**src/rtl/i2c_pkg.sv**
```systemverilog
// Shared types and constants for the I2C master sequencer.
// Imported by the quarter timer and the controller.
package i2c_pkg;

    typedef enum logic [2:0] {
        IDLE,
        START,
        ADDR,
        ADDR_ACK,
        DATA,
        DATA_ACK,
        STOP
    } i2c_mst_state_t;

    localparam logic I2C_RW_READ  = 1'b1;
    localparam logic I2C_RW_WRITE = 1'b0;
    localparam logic I2C_ACK      = 1'b0;

    localparam int QUARTERS_PER_BIT = 4;

    // START only spans two quarters, so idle parks the
    // quarter index here and START wraps into bit Q0.
    localparam logic [1:0] START_QUARTER = 2'd2;

endpackage

```
**src/rtl/i2c_quarter_timer.sv**
```systemverilog
// Quarter-SCL-period divider with a stall input for clock stretching.
// Emits one tick per quarter and tracks the quarter index.
module i2c_quarter_timer
    import i2c_pkg::*;
#(
    parameter int CLK_DIV = 25
) (
    input  logic       clk100,
    input  logic       reset,
    input  logic       run,
    input  logic       stall,
    output logic       tick,
    output logic [1:0] quarter
);

    localparam int CW = $clog2(CLK_DIV);
    localparam logic [CW-1:0] LAST = CW'(CLK_DIV - 1);

    logic [CW-1:0] cnt;

    assign tick = run & ~stall & (cnt == LAST);

    // Count cycles per quarter; freeze while stalled, park when idle
    always_ff @(posedge clk100 or negedge reset) begin
        if (!reset) begin
            cnt     <= '0;
            quarter <= START_QUARTER;
        end else if (!run) begin
            cnt     <= '0;
            quarter <= START_QUARTER;
        end else if (tick) begin
            cnt     <= '0;
            quarter <= quarter + 2'd1;
        end else if (!stall) begin
            cnt     <= cnt + CW'(1);
        end
    end

endmodule

```
**src/rtl/i2c_master_ctrl.sv**
```systemverilog
// Single-byte I2C master: START, addr+R/W, ACK, data, ACK, STOP.
// Drives open-drain SCL/SDA enables; honours slave clock stretching.
module i2c_master_ctrl
    import i2c_pkg::*;
#(
    parameter int CLK_DIV = 25
) (
    input  logic       clk100,
    input  logic       reset,
    input  logic       cmd_valid,
    output logic       cmd_ready,
    input  logic [6:0] cmd_addr,
    input  logic       cmd_rw,
    input  logic [7:0] cmd_wdata,
    output logic [7:0] rdata,
    output logic       done,
    output logic       nack,
    output logic       busy,
    output logic       scl_oe,
    output logic       sda_oe,
    input  logic       scl_in,
    input  logic       sda_in
);

    localparam logic [1:0] Q_LAST   = 2'(QUARTERS_PER_BIT - 1);
    localparam logic [1:0] Q_SAMPLE = 2'd2;

    i2c_mst_state_t state, state_nxt;

    logic [1:0] quarter;
    logic       tick;
    logic       stretch;
    logic       run;
    logic       accept;
    logic       bit_end;
    logic       sample;
    logic       last_bit;
    logic       is_read;
    logic [2:0] bit_cnt;
    logic [7:0] shreg;
    logic [7:0] wdata_q;
    logic       rw_q;

    assign run       = (state != IDLE);
    assign busy      = run;
    assign cmd_ready = (state == IDLE) & ~done;
    assign accept    = cmd_valid & cmd_ready;
    assign bit_end   = tick & (quarter == Q_LAST);
    assign sample    = tick & (quarter == Q_SAMPLE);
    assign last_bit  = (bit_cnt == 3'd7);
    assign is_read   = (rw_q == I2C_RW_READ);

    // Phases where SCL is released and time waits for it to read high
    always_comb begin
        stretch = 1'b0;
        unique case (state)
            ADDR, ADDR_ACK, DATA, DATA_ACK:
                stretch = (quarter == 2'd2);
            STOP:
                stretch = (quarter == 2'd1);
            default:
                stretch = 1'b0;
        endcase
    end

    i2c_quarter_timer #(
        .CLK_DIV(CLK_DIV)
    ) u_timer (
        .clk100 (clk100),
        .reset  (reset),
        .run    (run),
        .stall  (stretch & ~scl_in),
        .tick   (tick),
        .quarter(quarter)
    );

    // State register
    always_ff @(posedge clk100 or negedge reset) begin
        if (!reset) state <= IDLE;
        else        state <= state_nxt;
    end

    // Next state and open-drain enables
    always_comb begin
        state_nxt = state;
        scl_oe    = 1'b0;
        sda_oe    = 1'b0;
        unique case (state)
            IDLE: begin
                if (accept) state_nxt = START;
            end
            START: begin
                sda_oe = 1'b1;
                if (bit_end) state_nxt = ADDR;
            end
            ADDR: begin
                scl_oe = ~quarter[1];
                sda_oe = ~shreg[7];
                if (bit_end && last_bit) state_nxt = ADDR_ACK;
            end
            ADDR_ACK: begin
                scl_oe = ~quarter[1];
                if (bit_end) state_nxt = nack ? STOP : DATA;
            end
            DATA: begin
                scl_oe = ~quarter[1];
                sda_oe = (rw_q == I2C_RW_WRITE) & ~shreg[7];
                if (bit_end && last_bit) state_nxt = DATA_ACK;
            end
            DATA_ACK: begin
                scl_oe = ~quarter[1];
                if (bit_end) state_nxt = STOP;
            end
            STOP: begin
                scl_oe = (quarter == 2'd0);
                sda_oe = ~quarter[1];
                if (bit_end) state_nxt = IDLE;
            end
            default: state_nxt = IDLE;
        endcase
    end

    // Command shadow, shifter, bit count, ack and result flags
    always_ff @(posedge clk100 or negedge reset) begin
        if (!reset) begin
            shreg   <= '0;
            wdata_q <= '0;
            rw_q    <= 1'b0;
            bit_cnt <= '0;
            rdata   <= '0;
            nack    <= 1'b0;
            done    <= 1'b0;
        end else begin
            done <= 1'b0;
            unique case (state)
                IDLE: begin
                    if (accept) begin
                        shreg   <= {cmd_addr, cmd_rw};
                        rw_q    <= cmd_rw;
                        wdata_q <= cmd_wdata;
                        bit_cnt <= '0;
                        nack    <= 1'b0;
                    end
                end
                ADDR: begin
                    if (bit_end) begin
                        shreg   <= {shreg[6:0], 1'b0};
                        bit_cnt <= bit_cnt + 3'd1;
                    end
                end
                ADDR_ACK: begin
                    if (sample && sda_in != I2C_ACK) nack <= 1'b1;
                    if (bit_end) shreg <= wdata_q;
                end
                DATA: begin
                    if (sample && is_read) begin
                        shreg <= {shreg[6:0], sda_in};
                        if (last_bit) rdata <= {shreg[6:0], sda_in};
                    end
                    if (bit_end) begin
                        bit_cnt <= bit_cnt + 3'd1;
                        if (!is_read) shreg <= {shreg[6:0], 1'b0};
                    end
                end
                DATA_ACK: begin
                    if (sample && !is_read && sda_in != I2C_ACK)
                        nack <= 1'b1;
                end
                STOP: begin
                    if (bit_end) done <= 1'b1;
                end
                default: ;
            endcase
        end
    end

endmodule

```
**config.mk**
```make
export PLATFORM = sky130hd
export DESIGN_NAME = i2c_master_ctrl
export DESIGN_NICKNAME = d
export VERILOG_FILES = /design/src/rtl/i2c_pkg.sv /design/src/rtl/i2c_quarter_timer.sv /design/src/rtl/i2c_master_ctrl.sv
export SDC_FILE = /design/constraint.sdc
export NUM_CORES = 1
export LEC_CHECK = 0
export BUFFER_PORTS_ARGS = -buffer_cell sky130_fd_sc_hd__buf_2
export CAP_MARGIN = 20
export CORE_MARGIN = 3
export CORE_UTILIZATION = 60
export DETAILED_ROUTE_END_ITERATION = 10
export GPL_ROUTABILITY_DRIVEN = 0
export HOLD_SLACK_MARGIN = 0.03
export PLACE_DENSITY = 0.94
export SYNTH_ARGS = -nofsm -noshare
export SYNTH_HDL_FRONTEND = slang
export SYNTH_HIERARCHICAL = 1
export SYNTH_SLANG_ARGS = --single-unit
```
**constraint.sdc**
```tcl
create_clock -name clk100 -period 6.12 [get_ports clk100]
set_input_delay 0.612 -clock clk100 [delete_from_list [all_inputs] [get_ports clk100]]
set_output_delay 0.612 -clock clk100 [all_outputs]
set_load 0.02 [all_outputs]
```
* Word level (Yosys, flattened, before mapping) *
Cells that the tools add are included.

storage, ports and cells
  logic and storage cells = 104
  input bits = 21
  bits in registers = 40

cells by class
  add/sub/neg operators = 3
  equality and inequality tests = 24
  bitwise gates (word level) = 14
  reduce and logical (&&, ||, !) cells = 20
  mux-type cells = 33

operators with widths
  cell                                            number
  2-to-1 mux 8 bit                                6
  one-hot mux 8 bit (4 select lines)              1
  2-to-1 mux 3 bit                                9
  != test 2 bit (second input constant)           11
  one-hot mux 3 bit (7 select lines)              1
  2-to-1 mux 5 bit                                3
  == test 3 bit (second input constant)           4
  bitwise AND 1 bit                               8
  AND reduction 4 bit                             2
  AND reduction 7 bit                             1
  == test 3 x 2 -> 1 bit (second input constant)  2
  2-to-1 mux 2 bit                                3
  inverter 1 bit                                  6
  one-hot mux 3 bit (2 select lines)              1
  AND reduction 3 bit                             2
  nonzero test 3 bit                              2
  adder 5 x 1 -> 5 bit (second input constant)    1
  == test 5 bit (second input constant)           1
  logical AND 1 bit                               5
  2-to-1 mux 1 bit                                5
  == test 2 bit (second input constant)           2
  one-hot mux 1 bit (2 select lines)              2
  one-hot mux 1 bit (4 select lines)              1
  nonzero test 4 bit                              1
  14 further kinds                                14

* Depth between registers and ports, before layout *
Gate-level depths: netlist of run 1.

  depth after elaboration = 13
  depth in mapped cells = 13

* Hierarchy *
The synthesis of run 1 kept the hierarchy.

by module, submodules not included
  module             cells an instance  instances  sequential area each (µm²)  area an instance (µm²)
  i2c_master_ctrl    205                1          825.8                       2,044.5
  i2c_quarter_timer  45                 1          176.4                       425.4

* Least setup slack after synthesis of run 1 *
Ideal clock, no wire load.

  path kind = register to register
  start = reg state[2]
  end = reg shreg[7]
  arrival = 2.628 ns
  clock period less this slack = 2.749 ns
  required time = 5.999 ns
  setup slack = 3.371 ns
  cell stages (with the launch flop) = 14
  library setup time = 0.121 ns
  cells stage by stage = dfrtp_1 -> buf_2 -> buf_2 -> nor4bb_1 -> o21ai_0 -> a21oi_1 -> buf_6 -> nand2b_4 -> nor3_1 -> and2_1 -> clkbuf_2 -> nand2_1 -> a311o_1 -> a22o_1

between the ends
  word-level cells in the longest chain between the ends = 13

ends and longest elaborated chain
  item                                                            line                     text
  start, declared                                                 i2c_master_ctrl.sv:28    i2c_mst_state_t state, state_nxt;
  start signal, assigned                                          i2c_master_ctrl.sv:80    else state <= state_nxt;
  == test 3 bit / == test 3 x 2 -> 1 bit (equally long branches)  i2c_master_ctrl.sv:56    unique case (state)
  OR reduction 4 bit (no source line)                             -
  one-hot mux 1 bit (2 select lines)                              i2c_master_ctrl.sv:56
  bitwise AND 1 bit                                               i2c_master_ctrl.sv:72    .stall (stretch & ~scl_in),
  inverter 1 bit                                                  i2c_quarter_timer.sv:21  assign tick = run & ~stall & (cnt == LAST);
  bitwise AND 1 bit (*) (2 in a row)                              i2c_quarter_timer.sv:21
  named net tick                                                  i2c_master_ctrl.sv:31    logic tick;
  bitwise AND 1 bit                                               i2c_master_ctrl.sv:49    assign sample = tick & (quarter == Q_SAMPLE);
  logical AND 1 bit                                               i2c_master_ctrl.sv:156   if (sample && is_read) begin
  2-to-1 mux 8 bit                                                i2c_master_ctrl.sv:156
  2-to-1 mux 8 bit                                                i2c_master_ctrl.sv:162   if (!is_read) shreg <= {shreg[6:0], 1'b0};
  2-to-1 mux 8 bit                                                i2c_master_ctrl.sv:160   if (bit_end) begin
  one-hot mux 8 bit (4 select lines)                              i2c_master_ctrl.sv:135   unique case (state)
  end signal, assigned                                            i2c_master_ctrl.sv:138   shreg <= {cmd_addr, cmd_rw};
  end signal, assigned                                            i2c_master_ctrl.sv:157   shreg <= {shreg[6:0], sda_in};
  end signal, assigned                                            i2c_master_ctrl.sv:162
  end, declared                                                   i2c_master_ctrl.sv:40    logic [7:0] shreg;

The timed path passes the listed nets; every way through them passes the cells marked *.
A chain may end at the register's enable or synchronous reset.

* Final worst setup path of run 1 *
  start = reg state[0]
  end = reg shreg[7]

Same word-level chain as after synthesis.

==> flow_metrics.env, run 1 <==
export IMPL_status="completed"
export IMPL_cts_resized=0
export IMPL_vias=2048
export IMPL_min_period_over_period_pct=57.8
export IMPL_synth_top_area_cell="dfrtp_1"
export IMPL_ys_warn_count=6
export IMPL_rsz0062_at_grt="false"
export IMPL_antenna_found_initial=0
export IMPL_dp_hpwl_mm=3.84
export IMPL_setup_viol_count_final=0
export IMPL_antenna_cells=0
export IMPL_crit_path_end_kind="register"
export IMPL_clock_path_buffers=2
export IMPL_maxCapViolCount=0
export IMPL_syn_avg_cell_area_um2=9.88
export IMPL_r2r_end="shreg[7]"
export IMPL_cp_required_ns=6.31
export IMPL_route_detailed_drc=0
export IMPL_crit_start="state[0]"
export IMPL_core_area_um2=3830
export IMPL_ys_ff_latch=40
export IMPL_finalHoldViolations=0
export IMPL_r2r_start="state[0]"
export IMPL_reg2reg_setup_slack_ns=2.58
export IMPL_start_kind="register"
export IMPL_gr_total_overflow=0
export IMPL_critPathArrivalTime_ns=3.73
export IMPL_critPathMaxFanout=30
export IMPL_postRouteAntennaNets=0
export IMPL_ctsHoldBuffers=0
export IMPL_ys_seq_area_share_pct=40.6
export IMPL_die_h_um=70.2
export IMPL_post_cts_setup_buffers=0
export IMPL_syn_num_nets=275
export IMPL_final_util_pct=70.3
export IMPL_max_stage_delay_ns=0.89
export IMPL_clock_root_buffer="clkbuf_8"
export IMPL_fin_nets=299
export IMPL_min_path_type="primary input to asynchronous set/reset pin"
export IMPL_synth_top_cells_by_count="39 x dfrtp_1, 27 x nor2_1, 12 x nand3_1"
export IMPL_grt_pass1_vias=2012
export IMPL_p_leak_nw=1.27
export IMPL_start_util_pct=64.6
export IMPL_area_delta_synth_final_pct=8.87
export IMPL_layout_drive_gt1_share_pct=25.1
export IMPL_cts_max_level=2
export IMPL_clock_latency_ns=0.30
export IMPL_port_buffers=34
export IMPL_die_area_um2=4920
export IMPL_clkTransAtPathRegs_ns=0.08
export IMPL_syn_cell_area_um2=2470
export IMPL_slew_viol_final=0
export IMPL_fin_crit_ns=3.54
export IMPL_drt_pre_antenna_iters=4
export IMPL_fin_skew_ns=0.00515
export IMPL_synth_cells=250
export IMPL_yosys_cell_types_count=52
export IMPL_ir_worst_vdd_v=0.000232
export IMPL_ys_flop_type="dfrtp_1"
export IMPL_fmax_ghz=0.283
export IMPL_worst_pin_slew_ns=1.06
export IMPL_routed_via_density=6.34
export IMPL_slew_headroom_pct=29.0
export IMPL_synthMostInstantiatedCell="dfrtp_1"
export IMPL_synth_async_reset_ratio_pct=100
export IMPL_die_x_um=70.2
export IMPL_crit_end="shreg[7]"
export IMPL_wirelength_mm=5.44
export IMPL_drtIter0Drc=189
export IMPL_reg2reg_depth=9
export IMPL_numCtsBuffers=5
export IMPL_track_usage_pct=23.3
export IMPL_synth_top_cell_area_share_pct=39.5
export IMPL_ys_top_cells_by_area="dfrtp_1 40%, mux2_4 5.5%, nor2_1 4.1%, mux2_2 3.6%, a221oi_1 2.5%"
export IMPL_cts_tree="yes"
export IMPL_worstPathCellList="nor4bb_1 > o21ai_0 > a21oi_1 > nand2b_4 > nor3_1 > and2_1 > nand2_1 > a311o_1 > a22o_1"
export IMPL_crit_type="register to register"
export IMPL_wl_per_cell_um=16.8
export IMPL_slowest_stage="dfrtp_1"
export IMPL_tns_ns=0
export IMPL_grt_first_pass_wirelength_mm=9.19
export IMPL_grt_max_degree=41
export IMPL_io_pins=35
export IMPL_power_density_nw_per_um2=273
export IMPL_rows=22
export IMPL_synth_edf_count=0
export IMPL_cts_sinks=40
-- worst max-delay path, delay by kind of cell (launching register included) --
family | cells | cell delay, ns
DFF | 1 | 0.89
and+or+nand+nor | 5 | 1.49
AOI/OAI and AO/OA | 4 | 1.04
-- per-stage QoR --
step	setup slack (ns)	hold WS [ns]	power [W]	cell area, um^2	instances
6_report	2.58	0.421	0.000735	2690	323
5_1_grt	2.28	0.501	0.000778	2690	323
4_1_cts	2.70	0.460	0.000735	2690	323
3_5_place_dp	2.72	0.491	0.000553	2600	315
3_3_place_gp	2.92	0.488	0.000543	2600	315
2_1_floorplan	3.37	0.316	0.000504	2470	250
-- final cells by class --
cell class | instances | area, um^2
multi-input combinational | 182 | 1320
sequential | 40 | 1000
inverter | 11 | 41.3
fill | 288 | 1140
timing repair buffer | 34 | 170
clock inverter | 2 | 10.0
tap | 48 | 60.1
clock buffer | 6 | 82.6
-- power breakdown --
| part | switching (W) | leakage, nW | internal, W |
|---|---|---|---|
| Clock | 0.0000926 | 0.0510 | 0.0000899 |
| Combinational | 0.0000821 | 0.709 | 0.0000880 |
| Sequential | 0.0000694 | 0.510 | 0.000313 |
-- registers in the layout, summed over array words and instances, names as in the netlist --
register	count
u_timer/quarter	2
wdata_q	8
state	3
nack	1
is_read	1
done	1
u_timer/cnt	5
bit_cnt	3
rdata	8
shreg	8
-- cells in the final DEF (no fill, tap or decap), types with 4 or more instances in the layout --
| cell type | instances |
|---|---|
| nor2_1 | 27 |
| ha_1 | 4 |
| nand3_1 | 12 |
| nand2b_1 | 5 |
| nand2_1 | 10 |
| mux2_4 | 9 |
| clkbuf_8 | 6 |
| inv_1 | 11 |
| and4_1 | 7 |
| a311oi_1 | 7 |
| o31ai_1 | 6 |
| a221oi_1 | 7 |
| a21oi_1 | 11 |
| nand3b_1 | 4 |
| dfrtp_1 | 39 |
| a22o_1 | 4 |
| o21ai_0 | 10 |
| buf_2 | 34 |
| mux2_2 | 8 |
| nor3_1 | 6 |
| nor2b_1 | 7 |
-- kinds of logic (layout without fill, tap and decap cells) --
logic type,count (synthesis),in the layout,synth area share (%)
simple gates,100,100,24.2
compound gates,57,57,16.3
flops,40,40,40.6
buf+inv,28,53,5.88
mux,20,20,10.3
fa+ha+maj,4,4,2.03
xor+xnor,1,1,0.659
-- worst min path at each step --
stage,start,to,slack [ns],cells past startpoint
2_1_floorplan,reset,bit_cnt[0],0.32,0
3_3_place_gp,rdata[5],rdata[5],0.49,1
3_5_place_dp,rdata[6],rdata[6],0.49,1
4_1_cts,reset,u_timer/cnt[3],0.46,1
5_1_grt,reset,wdata_q[0],0.50,1
6_report,reset,u_timer/cnt[3],0.42,1
-- per-layer routing --
metal | share of wire [%] | GRT usage (%)
met1 | 44 | 31.5
met2 | 47 | 36.6
met3 | 7.7 | 6.62
met4 | 1.3 | 6.38
met5 | 0 | 0
Power figures use the tool's default switching activity.
==> inputs of run 2 (changes only) <==
--- a/config.mk
+++ b/config.mk
@@ -8,11 +8,11 @@
 export BUFFER_PORTS_ARGS = -buffer_cell sky130_fd_sc_hd__buf_2
 export CAP_MARGIN = 20
 export CORE_MARGIN = 3
-export CORE_UTILIZATION = 60
+export CORE_UTILIZATION = 52
 export DETAILED_ROUTE_END_ITERATION = 10
 export GPL_ROUTABILITY_DRIVEN = 0
 export HOLD_SLACK_MARGIN = 0.03
-export PLACE_DENSITY = 0.94
+export PLACE_DENSITY = 0.87
 export SYNTH_ARGS = -nofsm -noshare
 export SYNTH_HDL_FRONTEND = slang
 export SYNTH_HIERARCHICAL = 1
==> constraint.sdc (replaced) <==
create_clock -name clk100 -period 2.93 [get_ports clk100]
set_input_delay 0.293 -clock clk100 [delete_from_list [all_inputs] [get_ports clk100]]
set_output_delay 0.293 -clock clk100 [all_outputs]
set_load 0.02 [all_outputs]
==> flow_metrics.env, run 2 (synthesized netlist as in run 1, its figures left out) <==
export IMPL_slew_viol_final=0
export IMPL_mostFrequentLayoutCell="dfrtp_1"
export IMPL_vias=2067
export IMPL_critPathMaxFanout=10
export IMPL_setup_viol_count_final=0
export IMPL_wl_per_cell_um=16.2
export IMPL_antenna_found_initial=0
export IMPL_layout_drive_gt1_share_pct=28.4
export IMPL_crit_path_end_kind="register"
export IMPL_die_h_um=74.9
export IMPL_gr_total_overflow=0
export IMPL_worst_pin_slew_ns=0.879
export IMPL_die_area_um2=5610
export IMPL_p_leak_nw=1.34
export IMPL_clkTransAtPathRegs_ns=0.08
export IMPL_clock_path_buffers=2
export IMPL_postLayoutCellArea_um2=2810
export IMPL_fin_skew_ns=0.00579
export IMPL_core_area_um2=4470
export IMPL_rows=24
export IMPL_crit_start="u_timer/quarter[1]"
export IMPL_critPathArrivalTime_ns=2.90
export IMPL_fin_nets=309
export IMPL_postRouteAntennaNets=0
export IMPL_power_density_nw_per_um2=588
export IMPL_slowest_stage="dfstp_2"
export IMPL_numCtsBuffers=5
export IMPL_clock_root_buffer="clkbuf_8"
export IMPL_cts_sinks=40
export IMPL_drt_pre_antenna_iters=4
export IMPL_layout_common_cells="39 x dfrtp_1, 34 x buf_2, 27 x nor2_1, 12 x nand3_1"
export IMPL_port_buffers=34
export IMPL_start_util_pct=55.2
export IMPL_tns_ns=0
export IMPL_clock_latency_ns=0.29
export IMPL_cts_tree="yes"
export IMPL_slew_headroom_pct=41.4
export IMPL_worstPathCellList="nor2b_2 > nor2b_1 > o21ai_0 > a21oi_1 > nand2b_4 > nor3_1 > buf_4 > and2_2 > and4_1 > a311o_1 > a22o_1"
export IMPL_finalHoldViolations=0
export IMPL_maxCapViolCount=0
export IMPL_cts_max_level=2
export IMPL_wirelength_mm=5.45
export IMPL_reg_top3="rdata: 8 flops, shreg: 8 flops, wdata_q: 8 flops"
export IMPL_rsz0062_at_grt="false"
export IMPL_placed_cell_area_um2=2680
export IMPL_area_delta_synth_final_pct=13.6
export IMPL_max_stage_delay_ns=0.62
export IMPL_routed_via_density=6.13
export IMPL_fmax_ghz=0.369
export IMPL_drtIter0Drc=182
export IMPL_r2r_start="u_timer/quarter[1]"
export IMPL_dp_hpwl_mm=3.87
export IMPL_io_pins=35
export IMPL_start_kind="register"
export IMPL_ir_worst_vdd_v=0.000361
export IMPL_fin_crit_ns=2.71
export IMPL_antenna_cells=0
export IMPL_min_path_type="primary input to asynchronous set/reset pin"
export IMPL_crit_type="register to register"
export IMPL_cp_required_ns=3.11
export IMPL_status="completed"
export IMPL_die_x_um=74.9
export IMPL_ctsHoldBuffers=0
export IMPL_route_detailed_drc=0
export IMPL_grt_first_pass_wirelength_mm=8.84
export IMPL_track_usage_pct=20.6
export IMPL_grt_pass1_vias=1894
export IMPL_min_period_over_period_pct=92.6
export IMPL_grt_max_degree=41
-- run 2: cell count changes in the layout (fill, tap and decap cells not counted) --
cell       before  now
and2_1          2    1
and2_2          0    1
buf_4           0   10
bufinv_16       0    1
clkbuf_8        6    7
clkinv_2        2    0
nor2b_1         7    6
nor2b_2         0    1
-- run 2: report_power, final --
part / switching, W / internal, W
clock: 0.000191 / 0.000301
sequential: 0.000127 / 0.000654
combinational: 0.000184 / 0.000194
total: 0.000501 / 0.00115
-- run 2: final timing paths --
kind	endpoint	slack (ns)	cells after the start
setup / recovery	shreg[7]	0.22	11
hold / removal	wdata_q[3]	0.12	1
setup reg to reg	shreg[7]	0.22	11
hold reg to reg	rdata[3]	0.51	1
max in group asynchronous	shreg[6]	2.27	1
min in group clk100	wdata_q[3]	0.23	2
-- run 2: layout make-up --
class                           instances  area (um^2)
Multi-Input combinational cell        182         1330
Inverter                               11         41.3
Clock buffer                            7         96.3
Sequential cell                        40         1000
Clock inverter                          1         30.0
Fill cell                             356         1670
Tap cell                               52         65.1
Timing Repair Buffer                   44          245
-- run 2: metrics by stage --
stage               power, W  hold slack [ns]  instances  util, %  worst slack [ns]
floorplan            0.00105         -0.00259        250        -             0.181
global placement     0.00114            0.459        329     59.8             0.311
detailed placement   0.00116            0.468        329     59.8             0.196
CTS                  0.00165            0.152        337     62.6             0.182
global route         0.00174            0.189        337     62.7            0.0152
finish               0.00165            0.118        337     62.7             0.218
-- run 2: repair_timing --
item	in CTS	in global routing
setup endpoints to repair	0	4
buffers inserted	0	0
gates resized for setup	0	2
-- run 2: worst max-delay path: cells and delay by family, from the launching register on --
kind / cells / cell delay, ns
flip-flops: 1 / 0.62
AND/OR/NAND/NOR: 6 / 1.02
AO/OA/AOI/OAI: 4 / 0.81
buffers and inverters: 1 / 0.16
-- run 2: routing by layer --
layer | wire (um) | GRT usage, % | vias up | share of wire, %
li1 | - | - | 985 | -
met1 | 2540 | 29.6 | 1001 | 47
met2 | 2490 | 30.4 | 71 | 46
met3 | 339 | 4.81 | 10 | 6.2
met4 | 76 | 7.51 | 0 | 1.4
met5 | 0 | 0 | - | 0
==> inputs of run 3 (changes only) <==
--- a/config.mk
+++ b/config.mk
@@ -7,6 +7,7 @@
 export LEC_CHECK = 0
 export BUFFER_PORTS_ARGS = -buffer_cell sky130_fd_sc_hd__buf_2
 export CAP_MARGIN = 20
+export CORE_ASPECT_RATIO = 0.75
 export CORE_MARGIN = 3
 export CORE_UTILIZATION = 52
 export DETAILED_ROUTE_END_ITERATION = 10
==> flow_metrics.env, run 3 (synthesized netlist as in run 1, its figures left out) <==
export IMPL_die_x_um=85.6
export IMPL_dp_hpwl_mm=4.08
export IMPL_multi_input_area_um2=1330
export IMPL_area_delta_synth_final_pct=13.2
export IMPL_crit_path_end_kind="register"
export IMPL_layout_common_cells="39 x dfrtp_1, 34 x buf_2, 27 x nor2_1, 12 x nand3_1"
export IMPL_vias=2022
export IMPL_fin_nets=308
export IMPL_antenna_cells=0
export IMPL_r2r_end="shreg[7]"
export IMPL_die_area_um2=5620
export IMPL_rows=21
export IMPL_clkTransAtPathRegs_ns=0.08
export IMPL_postRouteAntennaNets=0
export IMPL_drtIter0Drc=229
export IMPL_top_layer_used="met4"
export IMPL_numCtsBuffers=5
export IMPL_fill_cells=396
export IMPL_start_kind="register"
export IMPL_status="completed"
export IMPL_rsz0062_at_grt="false"
export IMPL_port_buffers=34
export IMPL_layout_drive_gt1_share_pct=28.2
export IMPL_wirelength_mm=5.60
export IMPL_setup_viol_count_final=0
export IMPL_fin_crit_ns=2.67
export IMPL_worst_pin_slew_ns=0.901
export IMPL_power_density_nw_per_um2=578
export IMPL_drt_pre_antenna_iters=5
export IMPL_cts_sinks=40
export IMPL_swShare_pct=32.0
export IMPL_pwr_share_comb_pct=23.6
export IMPL_route_met3_wl_um=446
export IMPL_grt_max_degree=41
export IMPL_maxCapViolCount=0
export IMPL_grt_first_pass_wirelength_mm=9.27
export IMPL_cp_required_ns=3.12
export IMPL_antenna_found_initial=0
export IMPL_grt_pass1_vias=1876
export IMPL_cts_tree="yes"
export IMPL_die_h_um=65.7
export IMPL_clock_latency_ns=0.29
export IMPL_start_util_pct=54.7
export IMPL_r2r_start="u_timer/quarter[1]"
export IMPL_critPathArrivalTime_ns=2.86
export IMPL_fin_skew_ns=0.00355
export IMPL_slew_viol_final=0
export IMPL_wl_per_cell_um=16.4
export IMPL_power_frac_seq_pct=48.5
export IMPL_reg2reg_setup_slack_ns=0.26
export IMPL_critPathMaxFanout=10
export IMPL_io_pins=35
export IMPL_wl_met1_mm=2.71
export IMPL_finalHoldViolations=0
export IMPL_gr_total_overflow=0
export IMPL_fmax_ghz=0.375
export IMPL_slew_headroom_pct=40.0
export IMPL_dr_wl_met2_mm=2.40
export IMPL_min_path_type="primary input to asynchronous set/reset pin"
export IMPL_seq_area_um2=1000
export IMPL_clockPowerShare_pct=27.9
export IMPL_cts_max_level=2
export IMPL_tns_ns=0
export IMPL_routed_via_density=5.93
export IMPL_switchingPower_w=0.000518
export IMPL_crit_type="register to register"
export IMPL_p_leak_nw=1.32
export IMPL_holdWs_ns=0.124
export IMPL_p_int_w=0.00110
export IMPL_track_usage_pct=21.2
export IMPL_min_period_over_period_pct=91.1
export IMPL_post_cts_setup_buffers=0
export IMPL_route_detailed_drc=0
export IMPL_reg_top3="rdata: 8 flops, shreg: 8 flops, wdata_q: 8 flops"
export IMPL_mostFrequentLayoutCell="dfrtp_1"
export IMPL_core_area_um2=4520
export IMPL_clock_path_buffers=2
export IMPL_clock_root_buffer="clkbuf_8"
export IMPL_ir_worst_vdd_v=0.000434
export IMPL_reg2reg_depth=11
-- run 3: layer usage --
metal,track usage [%],vias to the layer above
met2,29.4,64
met1,32.0,964
li1,-,987
met5,0,-
met3,6.39,7
met4,4.94,0
-- run 3: final cells by class --
cell class | instances | area share [%]
tap | 57 | 2.55
clock inverter | 3 | 1.52
timing repair buffer | 43 | 8.50
multi-input combinational | 182 | 47.6
sequential | 40 | 35.9
inverter | 11 | 1.48
clock buffer | 5 | 2.46
-- run 3: what timing repair did --
item / in CTS / in global routing
setup endpoints to repair: 0 / 2
resized for setup: 0 / 2
endpoints found under the hold margin: 0 / 0
hold buffers: 0 / 0
-- run 3: how the worst max path moves through the flow --
stage               depth (start not counted)          startpoint  slack, ns        to
finish                                     11  u_timer/quarter[1]       0.26  shreg[7]
floorplan                                  13            state[2]       0.18  shreg[7]
detailed placement                         11  u_timer/quarter[1]       0.23  shreg[7]
CTS                                        11  u_timer/quarter[1]       0.22  shreg[7]
global route                               11  u_timer/quarter[1]       0.05  shreg[7]
global placement                           11  u_timer/quarter[1]       0.31  shreg[7]
-- run 3: critical path, cell delays in order, from the launching register on --
cell	delay [ns]
dfstp_2	0.41
nor2b_2	0.18
nor2b_1	0.12
o21ai_0	0.17
a21oi_1	0.10
nand2b_4	0.16
nor3_1	0.17
buf_4	0.16
and2_1	0.27
nand2_1	0.23
a311o_1	0.39
a22o_1	0.19
-- run 3: through the flow --
step / std cells / area [um^2] / utilization [%] / total power, W / setup WS [ns]
4_1_cts: 341 / 2790 / 61.7 / 0.00162 / 0.217
2_1_floorplan: 250 / 2470 / - / 0.00105 / 0.181
5_1_grt: 341 / 2800 / 61.8 / 0.00172 / 0.0475
6_report: 341 / 2800 / 61.8 / 0.00162 / 0.261
3_5_place_dp: 333 / 2680 / 59.2 / 0.00117 / 0.233
3_3_place_gp: 333 / 2680 / 59.2 / 0.00114 / 0.311
-- run 3: power groups by stage --
| stage | Sequential, W | Clock, W | Combinational (W) |
|---|---|---|---|
| after global routing | 0.000798 | 0.000488 | 0.000432 |
| after global placement | 0.000784 | 0 | 0.000359 |
| after CTS | 0.000780 | 0.000459 | 0.000381 |
| after floorplan | 0.000739 | 0 | 0.000314 |
| after detailed placement | 0.000789 | 0 | 0.000380 |
| final | 0.000785 | 0.000451 | 0.000381 |
